--- config.mk ---
export PLATFORM = sky130hd
export DESIGN_NAME = sync_fifo_status
export DESIGN_NICKNAME = d
export VERILOG_FILES = /design/src/rtl/sync_fifo_status.sv
export SDC_FILE = /design/constraint.sdc
export NUM_CORES = 1
export LEC_CHECK = 0
export CAP_MARGIN = 40
export CORE_ASPECT_RATIO = 1.75
export CORE_MARGIN = 4
export CORE_UTILIZATION = 60
export DETAILED_ROUTE_END_ITERATION = 16
export PLACE_DENSITY = 0.87
export SLEW_MARGIN = 20
export SYNTH_ARGS = -nofsm -noshare
export SYNTH_HDL_FRONTEND = slang
export SYNTH_SLANG_ARGS = --single-unit
--- constraint.sdc ---
create_clock -name clk -period 6.9 [get_ports clk]
set_input_delay 1.38 -clock clk [delete_from_list [all_inputs] [get_ports clk]]
set_output_delay 1.38 -clock clk [all_outputs]
set_load 0.02 [all_outputs]
--- src/rtl/sync_fifo_status.sv ---
// Synchronous show-ahead FIFO with occupancy count, almost-full/almost-empty
// compares, sticky overflow/underflow flags and flush. Optional FIFO_WATERMARK_EN.
module sync_fifo_status #(
  parameter int DEPTH  = 8,
  parameter int DATA_W = 8,
  parameter int CNT_W  = $clog2(DEPTH) + 1
) (
  input  logic              clk,
  input  logic              reset,
  input  logic              clear_i,
  input  logic              push_i,
  input  logic [DATA_W-1:0] push_data_i,
  input  logic              pop_i,
  output logic [DATA_W-1:0] pop_data_o,
  output logic              full_o,
  output logic              empty_o,
  output logic [CNT_W-1:0]  count_o,
  input  logic [CNT_W-1:0]  af_thresh_i,
  input  logic [CNT_W-1:0]  ae_thresh_i,
  output logic              almost_full_o,
  output logic              almost_empty_o,
  output logic              overflow_o,
  output logic              underflow_o,
  output logic [CNT_W-1:0]  max_count_o
);

  localparam int IDX_W = CNT_W - 1;

  logic [DATA_W-1:0] r_mem [DEPTH];
  logic [CNT_W-1:0]  r_wr_ptr;
  logic [CNT_W-1:0]  r_rd_ptr;
  logic [CNT_W-1:0]  r_count;
  logic              r_overflow;
  logic              r_underflow;

  logic [IDX_W-1:0]  w_wr_idx;
  logic [IDX_W-1:0]  w_rd_idx;
  logic              w_full;
  logic              w_empty;
  logic              w_push_acc;
  logic              w_pop_acc;
  logic [CNT_W-1:0]  w_count_nxt;

  assign w_wr_idx = r_wr_ptr[IDX_W-1:0];
  assign w_rd_idx = r_rd_ptr[IDX_W-1:0];

  // Wrap bits differ with equal indices means the writer is a full lap ahead.
  assign w_full  = (r_wr_ptr[CNT_W-1] != r_rd_ptr[CNT_W-1]) && (w_wr_idx == w_rd_idx);
  assign w_empty = (r_wr_ptr == r_rd_ptr);

  // A pop in the same cycle frees the head slot, so a full FIFO can still accept.
  assign w_push_acc = push_i && (!w_full || pop_i);
  assign w_pop_acc  = pop_i && !w_empty;

  always_comb begin
    w_count_nxt = r_count;
    if (w_push_acc && !w_pop_acc) begin
      w_count_nxt = r_count + CNT_W'(1);
    end else if (w_pop_acc && !w_push_acc) begin
      w_count_nxt = r_count - CNT_W'(1);
    end
  end

  always_ff @(posedge clk) begin
    if (reset) begin
      r_wr_ptr    <= '0;
      r_rd_ptr    <= '0;
      r_count     <= '0;
      r_overflow  <= 1'b0;
      r_underflow <= 1'b0;
    end else if (clear_i) begin
      r_wr_ptr    <= '0;
      r_rd_ptr    <= '0;
      r_count     <= '0;
      r_overflow  <= 1'b0;
      r_underflow <= 1'b0;
    end else begin
      if (w_push_acc) begin
        r_wr_ptr <= r_wr_ptr + CNT_W'(1);
      end
      if (w_pop_acc) begin
        r_rd_ptr <= r_rd_ptr + CNT_W'(1);
      end
      r_count <= w_count_nxt;
      if (push_i && w_full && !pop_i) begin
        r_overflow <= 1'b1;
      end
      if (pop_i && w_empty) begin
        r_underflow <= 1'b1;
      end
    end
  end

  // Storage is not reset; a flush or reset must not write a pending push.
  always_ff @(posedge clk) begin
    if (!reset && !clear_i && w_push_acc) begin
      r_mem[w_wr_idx] <= push_data_i;
    end
  end

`ifdef FIFO_WATERMARK_EN
  logic [CNT_W-1:0] r_max_count;

  always_ff @(posedge clk) begin
    if (reset || clear_i) begin
      r_max_count <= '0;
    end else if (w_count_nxt > r_max_count) begin
      r_max_count <= w_count_nxt;
    end
  end

  assign max_count_o = r_max_count;
`else
  assign max_count_o = '0;
`endif

  assign pop_data_o     = w_empty ? '0 : r_mem[w_rd_idx];
  assign full_o         = w_full;
  assign empty_o        = w_empty;
  assign count_o        = r_count;
  assign almost_full_o  = (r_count >= af_thresh_i);
  assign almost_empty_o = (r_count <= ae_thresh_i);
  assign overflow_o     = r_overflow;
  assign underflow_o    = r_underflow;

endmodule

# After elaboration in Yosys (flattened, before gate mapping)
# Memory sizes are Yosys's and may differ from the RTL's. A register that Yosys moved wholly into a read port is not among the register bits.
# Index checks and enable logic that the tools add are counted.
word_totals:
  ff_bits: 14
  mem_bits_rw: 64
  input_bits: 21
  mem_count: 1
classes:
  add_sub_neg: 4
  order_cmp: 2
  n_eq_ne: 3
  mux: 7
  reduce_logical: 20
memory_table:
  columns: ["memory", "depth", "word_bits", "rd", "rd_clocked_by_memory_dff", "write_ports", "line_no", "text"]
  rows:
  - ["r_mem", 8, 8, 1, 1, 1, "29", "logic [DATA_W-1:0] r_mem [DEPTH];"]
ops:
  columns: ["cell", "count"]
  rows:
  - ["$add 4x1->4 const B", 3]
  - ["$logic_and 1x1->1", 10]
  - ["$mux 4", 2]
  - ["$mux 8", 1]
  - ["$logic_not 1->1", 7]
  - ["$mux 3", 2]
  - ["$eq 4x4->1", 1]
  - ["$ge 4x4->1", 1]
  - ["$le 4x4->1", 1]
  - ["$sub 4x1->4 const B", 1]
  - ["$eq 3x3->1", 1]
  - ["$mux 1", 2]
  - ["$reduce_bool 2->1", 1]
  - ["$reduce_or 2->1", 1]
  - ["$logic_or 1x1->1", 1]
  - ["$ne 1x1->1", 1]

# Longest topological paths before layout
depth:
  ltp_word: 9
  ltp_mapped: 12
  ltp_nobuf: 11

# Worst setup path before layout
# No wires, ideal clock.
synth_path:
  kind: "input -> output"
  start: "in ae_thresh_i[1]"
  end: "out almost_empty_o"
  arrival_ns: 2.581
  slack_ns: 2.939
  path_stages: 6
  path_buffers: 0
  path_cell_list: "inv_1 ha_1 nor2b_1 o21a_1 o21a_1 o21ai_0"
synth_between:
  elab_chain_cells: 1
synth_rtl:
  columns: ["item", "line_no", "text"]
  rows:
  - ["start, declared", "19", "input logic [CNT_W-1:0] ae_thresh_i,"]
  - ["$le 4x4->1", "122", "assign almost_empty_o = (r_count <= ae_thresh_i);"]
  - ["end, declared", "21", "output logic almost_empty_o,"]
# No other way between the ends.

# Worst setup path in the final report
# Ends and elaborated chain as after synthesis.

==> flow_summary.yaml <==
setup_path:
  cp_slowest_stage_delay_ns: 0.63
  start_kind: "primary input"
  slowest_stage: "clkdlybuf4s50_1"
  critPathKind: "primary input to output pin"
  reg2reg_depth: 9
  critPathRequiredTime_ns: 5.52
  arrival_ns: 3.36
  crit_path_cell_trace: "clkdlybuf4s50_1 > inv_1 > ha_1 > nor2b_1 > o21a_1 > o21a_1 > o21ai_0 > clkdlybuf4s50_1"
  worstPathMaxFanout: 2
  crit_path_end_kind: "output pin"
  r2r_slack_ns: 4.01
clocking:
  htree_levels: 3
  clock_path_buffers: 2
  cts_root_buf: "clkbuf_8"
  holdBufCountCts: 0
  post_cts_resized: 0
  clock_sinks: 81
  numCtsBuffers: 9
  cts_tree: "yes"
  cts_setup_buffers: 0
  clkTransAtPathRegs_ns: 0.07
  clk_latency_ns: 0.35
sta:
  min_period_over_period_pct: 68.6
  layout_min_cycle_time_ns: 4.74
  skew_ns: 0.0106
  fmax_ghz: 0.211
  rsz0062_at_grt: "false"
  relSlewSlack_pct: 46.7
  tns_ns: 0
  slew_viol_final: 0
  hold_violations: 0
  finalSetupViolCount: 0
  worst_slew_pin_slew_ns: 0.799
layout:
  n_antenna_cell: 0
  multi_input_area_um2: 1250
  regArea_um2: 2260
  drive_gt1_share_pct: 16.7
  nets: 318
  fillCellCount: 392
  fin_util_pct: 73.4
  synthToLayoutAreaGrowth_pct: 19.1
drt:
  antenna_left: 0
  postRouteWirelength_mm: 6.62
  wl_met2_mm: 3.77
  drt-initial-drc-count: 76
  wl_met3_um: 274
  top_layer: "met4"
  wl_per_cell_um: 18.1
  routed_via_density: 5.64
  routedLengthMet1_mm: 2.42
  drc_errors: 0
  drtPass1Iterations: 4
  vias: 2065
synth:
  synth.most_common_cell: "edfxtp_1"
  ys_seq_elements: 81
  syn_inst: 236
  ys_seq_area_share_pct: 62.4
  syn_avg_cell_area_um2: 15.4
  synth-async-reset-ratio_pct: 0
  synthFlopType: "edfxtp_1"
  yosys-top-cells-area: "edfxtp_1 (53%), mux4_2 (9.9%), dfxtp_1 (9.4%)"
  synth-warning-count: 0
  synth_edf_count: 64
  synth_top_area_share_pct: 53.0
  synth.cell_area_um2: 3620
  synth_common_cells: "edfxtp_1 (64), nor2_1 (25), dfxtp_1 (17), mux4_2 (16), mux2i_1 (14)"
  ys_types: 42
  synth.largest_area_cell: "edfxtp_1"
global_route:
  grt_start_max_net_pins: 17
  grt_pass1_vias: 2175
  grt-ovfl-total: 0
  antenna_found_initial: 0
  grt_pass1_wl_mm: 10.6
  grt.total_usage_pct: 20.0
die:
  die-width_um: 66.8
  num_rows: 37
  start_util_pct: 61.7
  io_pins: 43
  die_y_um: 111
  core_um2: 5880
  die_area_um2: 7400
power:
  p_leak_nw: 1.53
  total_power_w: 0.000979
  pwr_density_cell_nw_per_um2: 227
  ir_drop_uv: 165
run_status:
  status: "completed"
hold_path:
  whs_path_depth: 2
  hold_class: "flop to flop"
job:
  drv_cap: 0
placement:
  hpwl_mm: 4.55
  portBuffers: 38
  gp_congestion: 0.767
==> worst max-delay path: cells and delay by family <==
kind / cells / cell delay (ns)
fa+ha+maj: 1 / 0.27
simple gates: 1 / 0.13
buf+inv: 3 / 1.12
compound gates: 3 / 0.46
==> power breakdown <==
| part | switching, W | internal [W] | total, W | leakage, nW |
|---|---|---|---|---|
| registers | 0.00000563 | 0.000530 | 0.000536 | 0.714 |
| logic | 0.0000411 | 0.0000420 | 0.0000831 | 0.708 |
| clock network | 0.000160 | 0.000200 | 0.000360 | 0.106 |
| total | 0.000207 | 0.000772 | 0.000979 | 1.53 |
==> sequential cells by signal (all words and copies together) (netlist names), named ones only <==
| signal | count |
|---|---|
| r_mem | 64 |
| count_o | 4 |
| r_rd_ptr | 4 |
| r_wr_ptr | 4 |
| overflow_o | 1 |
| underflow_o | 1 |
==> cell families after synthesis <==
| logic type | Yosys count | synth area share (%) |
|---|---|---|
| other | 1 | 0.103 |
| AOI/OAI and AO/OA | 24 | 5.07 |
| DFF | 81 | 62.4 |
| xor gates and xnor gates | 10 | 3.24 |
| and+or+nand+nor | 50 | 6.87 |
| adders and majority gates | 14 | 5.04 |
| buffers and inverters | 26 | 3.45 |
| muxes | 30 | 13.8 |
==> metrics by stage <==
| step | setup WS [ns] | hold slack (ns) | area [um2] | cells |
|---|---|---|---|---|
| finish | 2.16 | 0.483 | 4320 | 366 |
| global route | 2.04 | 0.536 | 4320 | 366 |
| CTS | 2.14 | 0.491 | 4290 | 362 |
| detailed placement | 2.15 | 0.472 | 4080 | 346 |
| global placement | 2.17 | 0.452 | 4060 | 345 |
| floorplan | 2.94 | 0.475 | 3640 | 239 |
==> per-layer routing <==
layer	GRT usage (%)	vias up
li1	-	967
met1	21.8	1026
met2	35.9	61
met3	3.85	11
met4	9.09	0
met5	0	-
==> placed cells by master (no fill, tap or decap), types with 6 or more instances in the layout <==
master and n:
a21oi_1 6, buf_4 8, clkbuf_8 9, clkdlybuf4s50_1 38, dfxtp_1 17, edfxtp_1 64, ha_1 13, inv_1 11
mux2i_1 14, mux4_2 16, nand2_1 7, nor2_1 25
==> worst paths after layout <==
kind | start | endpoint
max | ae_thresh_i[1] | almost_empty_o
min | overflow_o | overflow_o
max reg2reg | r_wr_ptr[1] | count_o[3]
min reg2reg | overflow_o | overflow_o
==> area by class of cell <==
cell class | count | share of cell area (%)
multi-input cells | 132 | 28.9
clock buffers | 9 | 2.87
well taps | 78 | 2.26
repair buffers | 47 | 10.5
inverters | 12 | 1.04
flip-flops and latches | 81 | 52.4
clock inverters | 7 | 1.97
No activity file was read; power rests on OpenSTA's default activity.
